--- src/rtl/gray_bbox_detect_pkg.sv ---
// Shared video definitions for the gray bounding-box detector.
//   PIX_W           : video bus width (24-bit, gray in the top byte)
//   VS_ACTIVE_HIGH  : default vsync active level
//   bbox_state_e    : frame-tracking FSM encoding
//   gray_of()       : extracts the gray byte from a video word
package gray_bbox_detect_pkg;

  localparam int PIX_W = 24;
  localparam bit VS_ACTIVE_HIGH = 1'b1;

  typedef enum logic [1:0] {
    ST_WAIT_VS = 2'd0,
    ST_ACCUM   = 2'd1,
    ST_LATCH   = 2'd2
  } bbox_state_e;

  function automatic logic [7:0] gray_of(input logic [PIX_W-1:0] pix);
    return pix[PIX_W-1 -: 8];
  endfunction

endpackage

--- src/rtl/gray_bbox_detect_vid_xy_counter.sv ---
// Pixel coordinate generator.
//   clk, rst_n : pixel clock, async active-low reset
//   de_i       : data enable
//   vs_i       : vertical sync (active level VS_POL)
//   x_o, y_o   : coordinates of the pixel presented this cycle
//   fs_o       : frame-start strobe (vs_i entering its active level)
// x counts pixels within a line (first pixel is 0), y counts completed lines
// since frame start. Both saturate at all-ones.
module vid_xy_counter
  import gray_bbox_detect_pkg::*;
#(
  parameter int CW     = 12,
  parameter bit VS_POL = VS_ACTIVE_HIGH
) (
  input  logic          clk,
  input  logic          rst_n,
  input  logic          de_i,
  input  logic          vs_i,
  output logic [CW-1:0] x_o,
  output logic [CW-1:0] y_o,
  output logic          fs_o
);

  localparam logic [CW-1:0] CNT_MAX = '1;

  logic          vs_q, de_q;
  logic [CW-1:0] x_q, x_d, y_q, y_d;
  logic          de_fall;

  // vs_q resets to the active level so a vsync already in progress at
  // reset release is not mistaken for a frame start.
  assign fs_o    = (vs_i == VS_POL) && (vs_q != VS_POL);
  assign de_fall = de_q && !de_i;

  always_comb begin
    x_d = '0;
    if (de_i) x_d = (x_q == CNT_MAX) ? x_q : x_q + CW'(1);

    y_d = y_q;
    if (fs_o)         y_d = '0;
    else if (de_fall) y_d = (y_q == CNT_MAX) ? y_q : y_q + CW'(1);
  end

  always_ff @(posedge clk or negedge rst_n) begin
    if (!rst_n) begin
      vs_q <= VS_POL;
      de_q <= 1'b0;
      x_q  <= '0;
      y_q  <= '0;
    end else begin
      vs_q <= vs_i;
      de_q <= de_i;
      x_q  <= x_d;
      y_q  <= y_d;
    end
  end

  assign x_o = x_q;
  assign y_o = y_q;

endmodule

--- src/rtl/gray_bbox_detect.sv ---
// Gray-level binarizer with per-frame bounding-box detection.
//   clk, rst_n               : pixel clock, async active-low reset
//   din, de_in, hs_in, vs_in : input video (gray in din[23:16])
//   thresh                   : hit threshold, sampled at each frame start
//   bin_out, de/hs/vs_out    : binarized video, 1-cycle latency
//   box_x/y_min/max, pix_cnt : bounding box / hit count of last full frame
//   box_valid                : latched pix_cnt >= MIN_PIX
//   box_update               : one-cycle pulse when box outputs refresh
module gray_bbox_detect
  import gray_bbox_detect_pkg::*;
#(
  parameter int CW      = 12,
  parameter int MIN_PIX = 16,
  parameter bit VS_POL  = VS_ACTIVE_HIGH
) (
  input  logic              clk,
  input  logic              rst_n,
  input  logic [PIX_W-1:0]  din,
  input  logic              de_in,
  input  logic              hs_in,
  input  logic              vs_in,
  input  logic [7:0]        thresh,
  output logic [PIX_W-1:0]  bin_out,
  output logic              de_out,
  output logic              hs_out,
  output logic              vs_out,
  output logic [CW-1:0]     box_x_min,
  output logic [CW-1:0]     box_x_max,
  output logic [CW-1:0]     box_y_min,
  output logic [CW-1:0]     box_y_max,
  output logic [2*CW-1:0]   pix_cnt,
  output logic              box_valid,
  output logic              box_update
);

  localparam logic [2*CW-1:0] CNT_MAX = '1;
  localparam logic [2*CW-1:0] MIN_CNT = (2*CW)'(MIN_PIX);

  logic [CW-1:0] x, y;
  logic          fs;
  logic          hit;

  bbox_state_e   state_q;
  logic [7:0]    thr_q;

  // frame accumulators
  logic [CW-1:0]   xmin_q, xmax_q, ymin_q, ymax_q;
  logic [2*CW-1:0] cnt_q;
  logic [CW-1:0]   xmin_d, xmax_d, ymin_d, ymax_d;
  logic [2*CW-1:0] cnt_d;

  // registered outputs
  logic [PIX_W-1:0] bin_q;
  logic             de_q, hs_q, vs_q;
  logic [CW-1:0]    bxmin_q, bxmax_q, bymin_q, bymax_q;
  logic [2*CW-1:0]  bcnt_q;
  logic             bvalid_q, bupd_q;

  vid_xy_counter #(
    .CW     (CW),
    .VS_POL (VS_POL)
  ) u_xy (
    .clk   (clk),
    .rst_n (rst_n),
    .de_i  (de_in),
    .vs_i  (vs_in),
    .x_o   (x),
    .y_o   (y),
    .fs_o  (fs)
  );

  assign hit = de_in && (gray_of(din) >= thr_q);

  // Next accumulator value. In LATCH the old frame is being copied out, so
  // this cycle's pixel starts the new frame from the initial values.
  always_comb begin
    xmin_d = xmin_q;
    xmax_d = xmax_q;
    ymin_d = ymin_q;
    ymax_d = ymax_q;
    cnt_d  = cnt_q;
    if (state_q == ST_LATCH) begin
      xmin_d = '1;
      xmax_d = '0;
      ymin_d = '1;
      ymax_d = '0;
      cnt_d  = '0;
    end
    if (hit) begin
      if (x < xmin_d) xmin_d = x;
      if (x > xmax_d) xmax_d = x;
      if (y < ymin_d) ymin_d = y;
      if (y > ymax_d) ymax_d = y;
      if (cnt_d != CNT_MAX) cnt_d = cnt_d + (2*CW)'(1);
    end
  end

  always_ff @(posedge clk or negedge rst_n) begin
    if (!rst_n) begin
      state_q  <= ST_WAIT_VS;
      thr_q    <= '0;
      xmin_q   <= '1;
      xmax_q   <= '0;
      ymin_q   <= '1;
      ymax_q   <= '0;
      cnt_q    <= '0;
      bin_q    <= '0;
      de_q     <= 1'b0;
      hs_q     <= 1'b0;
      vs_q     <= 1'b0;
      bxmin_q  <= '0;
      bxmax_q  <= '0;
      bymin_q  <= '0;
      bymax_q  <= '0;
      bcnt_q   <= '0;
      bvalid_q <= 1'b0;
      bupd_q   <= 1'b0;
    end else begin
      bin_q  <= hit ? '1 : '0;
      de_q   <= de_in;
      hs_q   <= hs_in;
      vs_q   <= vs_in;
      bupd_q <= 1'b0;
      if (fs) thr_q <= thresh;

      case (state_q)
        // A frame-start pixel belongs to neither frame, so the accumulators
        // are only reset (WAIT_VS) or held (ACCUM) on that cycle.
        ST_WAIT_VS: begin
          if (fs) begin
            state_q <= ST_ACCUM;
            xmin_q  <= '1;
            xmax_q  <= '0;
            ymin_q  <= '1;
            ymax_q  <= '0;
            cnt_q   <= '0;
          end
        end
        ST_ACCUM: begin
          if (fs) begin
            state_q <= ST_LATCH;
          end else begin
            xmin_q <= xmin_d;
            xmax_q <= xmax_d;
            ymin_q <= ymin_d;
            ymax_q <= ymax_d;
            cnt_q  <= cnt_d;
          end
        end
        ST_LATCH: begin
          bxmin_q  <= xmin_q;
          bxmax_q  <= xmax_q;
          bymin_q  <= ymin_q;
          bymax_q  <= ymax_q;
          bcnt_q   <= cnt_q;
          bvalid_q <= (cnt_q >= MIN_CNT);
          bupd_q   <= 1'b1;
          xmin_q   <= xmin_d;
          xmax_q   <= xmax_d;
          ymin_q   <= ymin_d;
          ymax_q   <= ymax_d;
          cnt_q    <= cnt_d;
          state_q  <= ST_ACCUM;
        end
        default: state_q <= ST_WAIT_VS;
      endcase
    end
  end

  assign bin_out    = bin_q;
  assign de_out     = de_q;
  assign hs_out     = hs_q;
  assign vs_out     = vs_q;
  assign box_x_min  = bxmin_q;
  assign box_x_max  = bxmax_q;
  assign box_y_min  = bymin_q;
  assign box_y_max  = bymax_q;
  assign pix_cnt    = bcnt_q;
  assign box_valid  = bvalid_q;
  assign box_update = bupd_q;

endmodule

--- config.mk ---
export PLATFORM = sky130hd
export DESIGN_NAME = gray_bbox_detect
export DESIGN_NICKNAME = d
export VERILOG_FILES = /design/src/rtl/gray_bbox_detect_pkg.sv /design/src/rtl/gray_bbox_detect_vid_xy_counter.sv /design/src/rtl/gray_bbox_detect.sv
export SDC_FILE = /design/constraint.sdc
export NUM_CORES = 1
export LEC_CHECK = 0
export CAP_MARGIN = 5
export CORE_ASPECT_RATIO = 1.2
export CORE_UTILIZATION = 48
export CTS_CLUSTER_SIZE = 25
export DETAILED_ROUTE_END_ITERATION = 8
export PLACE_DENSITY_LB_ADDON = 0.15
export SETUP_SLACK_MARGIN = 0.4
export SYNTH_ARGS = -nofsm -noshare
export SYNTH_HDL_FRONTEND = slang
export SYNTH_HIERARCHICAL = 1
export SYNTH_SLANG_ARGS = --single-unit
--- constraint.sdc ---
create_clock -name clk -period 4.5 [get_ports clk]
set_clock_uncertainty 0.05 [all_clocks]
set_input_delay 0.675 -clock clk [delete_from_list [all_inputs] [get_ports clk]]
set_output_delay 0.675 -clock clk [all_outputs]
set_load 0.02 [all_outputs]
# == Word level (Yosys, flattened, before mapping) ==
# Cells that the tools add are included.
# Widths: inputs -> output; s select.
# totals
latchBits,0
wordCells,89
mem_bits_rw,0
rom_bits,0
out_inout_bits,101
n_memories,0
ff_bits,208
# classes
n_mul,0
magnitude_cmp,6
shifts,0
addsub,3
n_eq_ne,10
div_mod_pow,0
n_bitwise,1
n_reduce_logical,10
mux,38
# ops
cell,n
$mux 12,23
$mux 24,6
$pmux 12 s3,4
$pmux 24 s3,1
$add 12x1->12 const B,2
$add 24x1->24 const B,1
$eq 12x12->1 const B,2
$ge 24x5->1 const B,1
$gt 12x12->1,2
$lt 12x12->1,2
$ne 24x24->1 const B,1
$ne 2x2->1 const B,5
$ge 8x8->1,1
$pmux 2 s3,1
$mux 2,2
$reduce_and 2->1,2
$logic_and 1x1->1,3
$reduce_and 3->1,1
$reduce_bool 3->1,1
$eq 2x1->1 const B,1
$eq 2x2->1 const B,1
$logic_not 2->1,1
$reduce_bool 2->1,1
$logic_not 1->1,1
other kinds (2),2

# == Logic depth before layout (Yosys ltp) ==
# depth
ltp_word,7
depth_mapped,16
ltp_nobuf,10

# == Cells and area by module ==
# Netlist, hierarchy kept.
# modules_own_cells
mod,n_inst,area_each_um2,cells_per_inst
gray_bbox_detect,1,8401.8,749
vid_xy_counter,1,1360.1,137

# == Least setup slack after synthesis ==
# Ideal clock, no wire load.
# synth_timing
path_type,reg-to-reg
startpoint,register state_q[0]
endpoint,register ymax_q[10]
synth_period_minus_slack_ps,3428
path_stages_with_launch,16
t_arrival_ps,3312
slack_ps,1072
setup_time_ps,66
required_ps,4384
path_cell_list,dfrtp_1 > inv_1 > ha_1 > buf_6 > clkbuf_1 > clkbuf_1 > clkbuf_1 > nand2b_1 > ha_1 > a211oi_1 > nor2_1 > or3_1 > o211a_1 > o21ai_1 > buf_2 > a22o_1
# synth_between
elab_chain_cells,7
word_cells_on_any_way,13
classes_between,order compare (1); eq/ne (4); mux (5); reduce/logical (3)
# synth_lines
element,line,text
start: declaration,gray_bbox_detect.sv:43,bbox_state_e state_q;
start signal: assignment,gray_bbox_detect.sv:100,state_q <= ST_WAIT_VS;
start signal: assignment,gray_bbox_detect.sv:131,state_q <= ST_ACCUM;
start signal: assignment,gray_bbox_detect.sv:141,state_q <= ST_LATCH;
$eq 2x2->1,"gray_bbox_detect.sv:82, gray_bbox_detect.sv:126",
$mux 12,gray_bbox_detect.sv:82,if (state_q == ST_LATCH) begin
$gt 12x12->1,gray_bbox_detect.sv:93,if (y > ymax_d) ymax_d = y;
$mux 12,gray_bbox_detect.sv:93,
$mux 12,gray_bbox_detect.sv:89,if (hit) begin
$mux 12,gray_bbox_detect.sv:140,if (fs) begin
$pmux 12 s3,gray_bbox_detect.sv:126,case (state_q)
end signal: assignment,gray_bbox_detect.sv:146,ymax_q <= ymax_d;
end signal: assignment,gray_bbox_detect.sv:161,ymax_q <= ymax_d;
end: declaration,gray_bbox_detect.sv:47,"logic [CW-1:0] xmin_q, xmax_q, ymin_q, ymax_q;"
# Several ways; a longest one is shown, not always the timed one. The select of a mux whose other input is x is not followed.
# A chain may end at the register's enable or synchronous reset.

# == Final worst setup path ==
# layout_timing
startpoint,register state_q[0]
endpoint,register xmin_q[3]
# layout_between
elab_chain_cells,7
word_cells_on_any_way,13
classes_between,order compare (1); eq/ne (4); mux (5); reduce/logical (3)
# layout_lines
element,line,text
$eq 2x2->1,"gray_bbox_detect.sv:82, gray_bbox_detect.sv:126",
$mux 12,gray_bbox_detect.sv:82,
$lt 12x12->1,gray_bbox_detect.sv:90,if (x < xmin_d) xmin_d = x;
$mux 12,gray_bbox_detect.sv:90,
$mux 12,gray_bbox_detect.sv:89,
$mux 12,gray_bbox_detect.sv:140,
$pmux 12 s3,gray_bbox_detect.sv:126,
end signal: assignment,gray_bbox_detect.sv:143,xmin_q <= xmin_d;
end signal: assignment,gray_bbox_detect.sv:158,xmin_q <= xmin_d;
end: declaration,gray_bbox_detect.sv:47,
# Several ways; a longest one is shown, not always the timed one. The select of a mux whose other input is x is not followed.

==> run_results.csv <==
group,metric,value,unit
outcome,status,"completed",
placed_design,port_buffers,121,
setup_path,worstPathArrival,3840,ps
clock_tree,numCtsBuffers,17,
grt,grt_use_total,21.3,%
floorplan,core,0.0198,mm^2
power,p_comb_share,34.0,%
power,pwr-share-clk,26.1,%
sta,setup_viol,0,
setup_path,cp-start-kind,"flip-flop",
clock_tree,post_cts_buffers,0,
placed_design,hpwl,14300,um
grt,antenna_found_initial,0,
flow_run,drv_cap,0,
synth,ys_warn_count,6,
route,vias,7202,
route,routed_via_density,5.75,
clock_tree,clk_path_buf_depth,2,
finish,layout_commonest_cell,"dfrtp_1",
sta,fmax,0.284,GHz
finish,layout_common_cells,"dfrtp_1, clkdlybuf4s50_1, mux2_2",
floorplan,initial_utilization,49.4,%
finish,layout.nets,1077,
sta,finalHoldViolations,0,
floorplan,rows,56,
power,ir_worst_vdd,0.405,mV
placed_design,place_congestion,0.834,
grt,grt.overflow.total,0,
route,antenna_left,0,
sta,fin_crit,3520,ps
sta,drv_slew,0,
synth,syn_nets,985,
finish,antenna_cells,0,
sta,finalCritPeriodShare,78.3,%
power,p_sw,1.95,mW
power,power.total,5.54,mW
grt,grt_pass1_vias,6954,
synth,netlist_area,0.00976,mm^2
power,pwr-share-seq,39.9,%
floorplan,fp.dieW,132,um
setup_path,cp-end-kind,"flip-flop",
route,wl_per_cell,16.8,um
finish,drive_above_1_share,16.4,%
power,p_per_area,476,mW/mm^2
power,p_int,3.59,mW
synth,synth-main-ff-cell,"dfrtp_1",
synth,synth_edf_count,0,
sta,relSlewSlack,34.2,%
sta,grt_setup_unrepaired,"no",
route,drt_iter0_drc,460,
grt,grt_pass1_wl,35600,um
clock_tree,clk_pin_slew_worst_paths,80,ps
sta,worstMarginPinSlew,987,ps
synth,synth_area_per_cell,11.0,um^2
grt,grt_max_degree,122,
clock_tree,post_cts_resized,0,
synth,ys_async_sr_fraction,100,%
min_path,hold_path.class,"input port to async pin",
synth,synth.distinct_cells,69,
setup_path,cp.required,4820,ps
floorplan,dieArea,0.0209,mm^2
clock_tree,root_buffer,"clkbuf_16",
floorplan,num_io_pins,138,
synth,syn_inst,886,
sta,fin_setup_tns,0,ps
finish,syn_to_final_growth,19.3,%
clock_tree,cts_tree,"built",
route,drc,0,
clock_tree,clk_latency,430,ps
clock_tree,cts_sinks,186,
setup_path,criticalPathCategory,"flip-flop to flip-flop",
route,routed_wl,21000,um
synth,yosysSeqAreaShare,48.0,%
clock_tree,h-tree-depth,4,
floorplan,die_y,158,um
route,drtPass1Iterations,4,
power,p_sw_share,35.2,%
synth,ys_ff_latch,186,
setup_path,worst-path-max-fanout,75,
clock_tree,cts_hold_buf,0,
power,p_leak,5.03,nW
==> Yosys cell counts, drive strengths merged, types with 5 or more instances <==
master | instances | area [um^2]
o21ai | 51 | 255
o31ai | 8 | 87.6
xor2 | 5 | 43.8
nor2 | 52 | 195
nor3 | 12 | 76.3
dfstp | 25 | 657
nor4 | 7 | 43.8
clkbuf | 25 | 93.8
nand4 | 19 | 140
buf | 38 | 273
ha | 62 | 776
nand2b | 25 | 156
and4 | 7 | 63.8
inv | 21 | 78.8
o211ai | 17 | 128
dfrtp | 161 | 4030
a21oi | 33 | 165
a41oi | 5 | 43.8
mux2 | 72 | 811
o22a | 25 | 219
nand2 | 53 | 199
nand3 | 32 | 173
and3 | 8 | 51.3
a31oi | 11 | 68.8
or3 | 9 | 56.3
a211oi | 11 | 95.1
and2 | 5 | 31.3
nor2b | 10 | 70.1
or4 | 9 | 67.6
a22o | 24 | 210
==> registers in the layout, summed over array words and instances (netlist names), 2 cells and up <==
register   count
ymax_q        12
u_xy/x_o      12
u_xy/y_o      12
pix_cnt       24
xmax_q        12
ymin_q        12
box_x_min     12
box_y_min     12
cnt_q         24
box_x_max     12
thr_q          8
box_y_max     12
state_q        2
xmin_q        12
==> worst paths after layout <==
path                              startpoint      endpoint  slack [ps]  depth (start not counted)
worst max-delay path              state_q[0]     xmin_q[3]         980                         11
worst min-delay path                   rst_n  box_y_max[4]         310                          1
worst max register to register    state_q[0]     xmin_q[3]         980                         11
worst min register to register  box_y_max[9]  box_y_max[9]         460                          1
max in group asynchronous              rst_n     ymin_q[2]        3190                          2
min in group clk                box_y_max[9]  box_y_max[9]         460                          1
==> routing by layer <==
layer  global-route usage (%)  wire length, um  share of wire (%)
met1                     28.8             9840                 47
met2                     35.4            10000                 48
met3                     3.65              923                4.4
met4                     6.29              250                1.2
met5                        0                0                  0
==> worst max-delay path, stage by stage (launching register included) <==
cell	delay (ps)
dfrtp_1	410
inv_1	150
ha_4	730
buf_4	400
nor2_1	90
ha_1	310
a211oi_1	220
o21ai_0	120
a21oi_1	190
o21ai_0	110
or2_1	400
o22a_1	240
==> layout make-up <==
type / count / area, um^2
multi-input cells: 616 / 4640
well taps: 261 / 327
fillers: 1711 / 8120
clock buffers: 18 / 439
clock inverters: 14 / 129
inverters: 21 / 78.8
repair buffers: 136 / 1340
flip-flops and latches: 186 / 4690
==> through the flow <==
stage                     std cells  hold slack (ps)  util (%)  area (um^2)  setup slack [ps]
after global placement         1220              441      56.0        11100              1040
final                          1252              309      58.9        11600               976
after global routing           1252              407      58.9        11600               640
after detailed placement       1220              444      56.0        11100               955
after floorplan                 886              329         -         9760              1070
after CTS                      1252              379      58.9        11600               956
==> power groups by stage <==
stage / logic, mW / clock network (mW) / registers, mW
final: 1.88 / 1.45 / 2.21
after global routing: 2.06 / 1.55 / 2.25
after CTS: 1.90 / 1.49 / 2.22
after detailed placement: 1.90 / 0 / 2.25
after global placement: 1.86 / 0 / 2.24
after floorplan: 1.13 / 0 / 2.34
==> kinds of logic (layout without fill, tap and decap cells) <==
logic type | after synthesis | after routing | synth area share [%]
simple gates | 261 | 261 | 14.9
compound gates | 211 | 211 | 15.4
fa+ha+maj | 62 | 62 | 7.95
flops | 186 | 186 | 48.0
mux | 74 | 74 | 8.51
xor+xnor | 8 | 8 | 0.718
buf+inv | 84 | 189 | 4.56
Power figures use the tool's default switching activity.
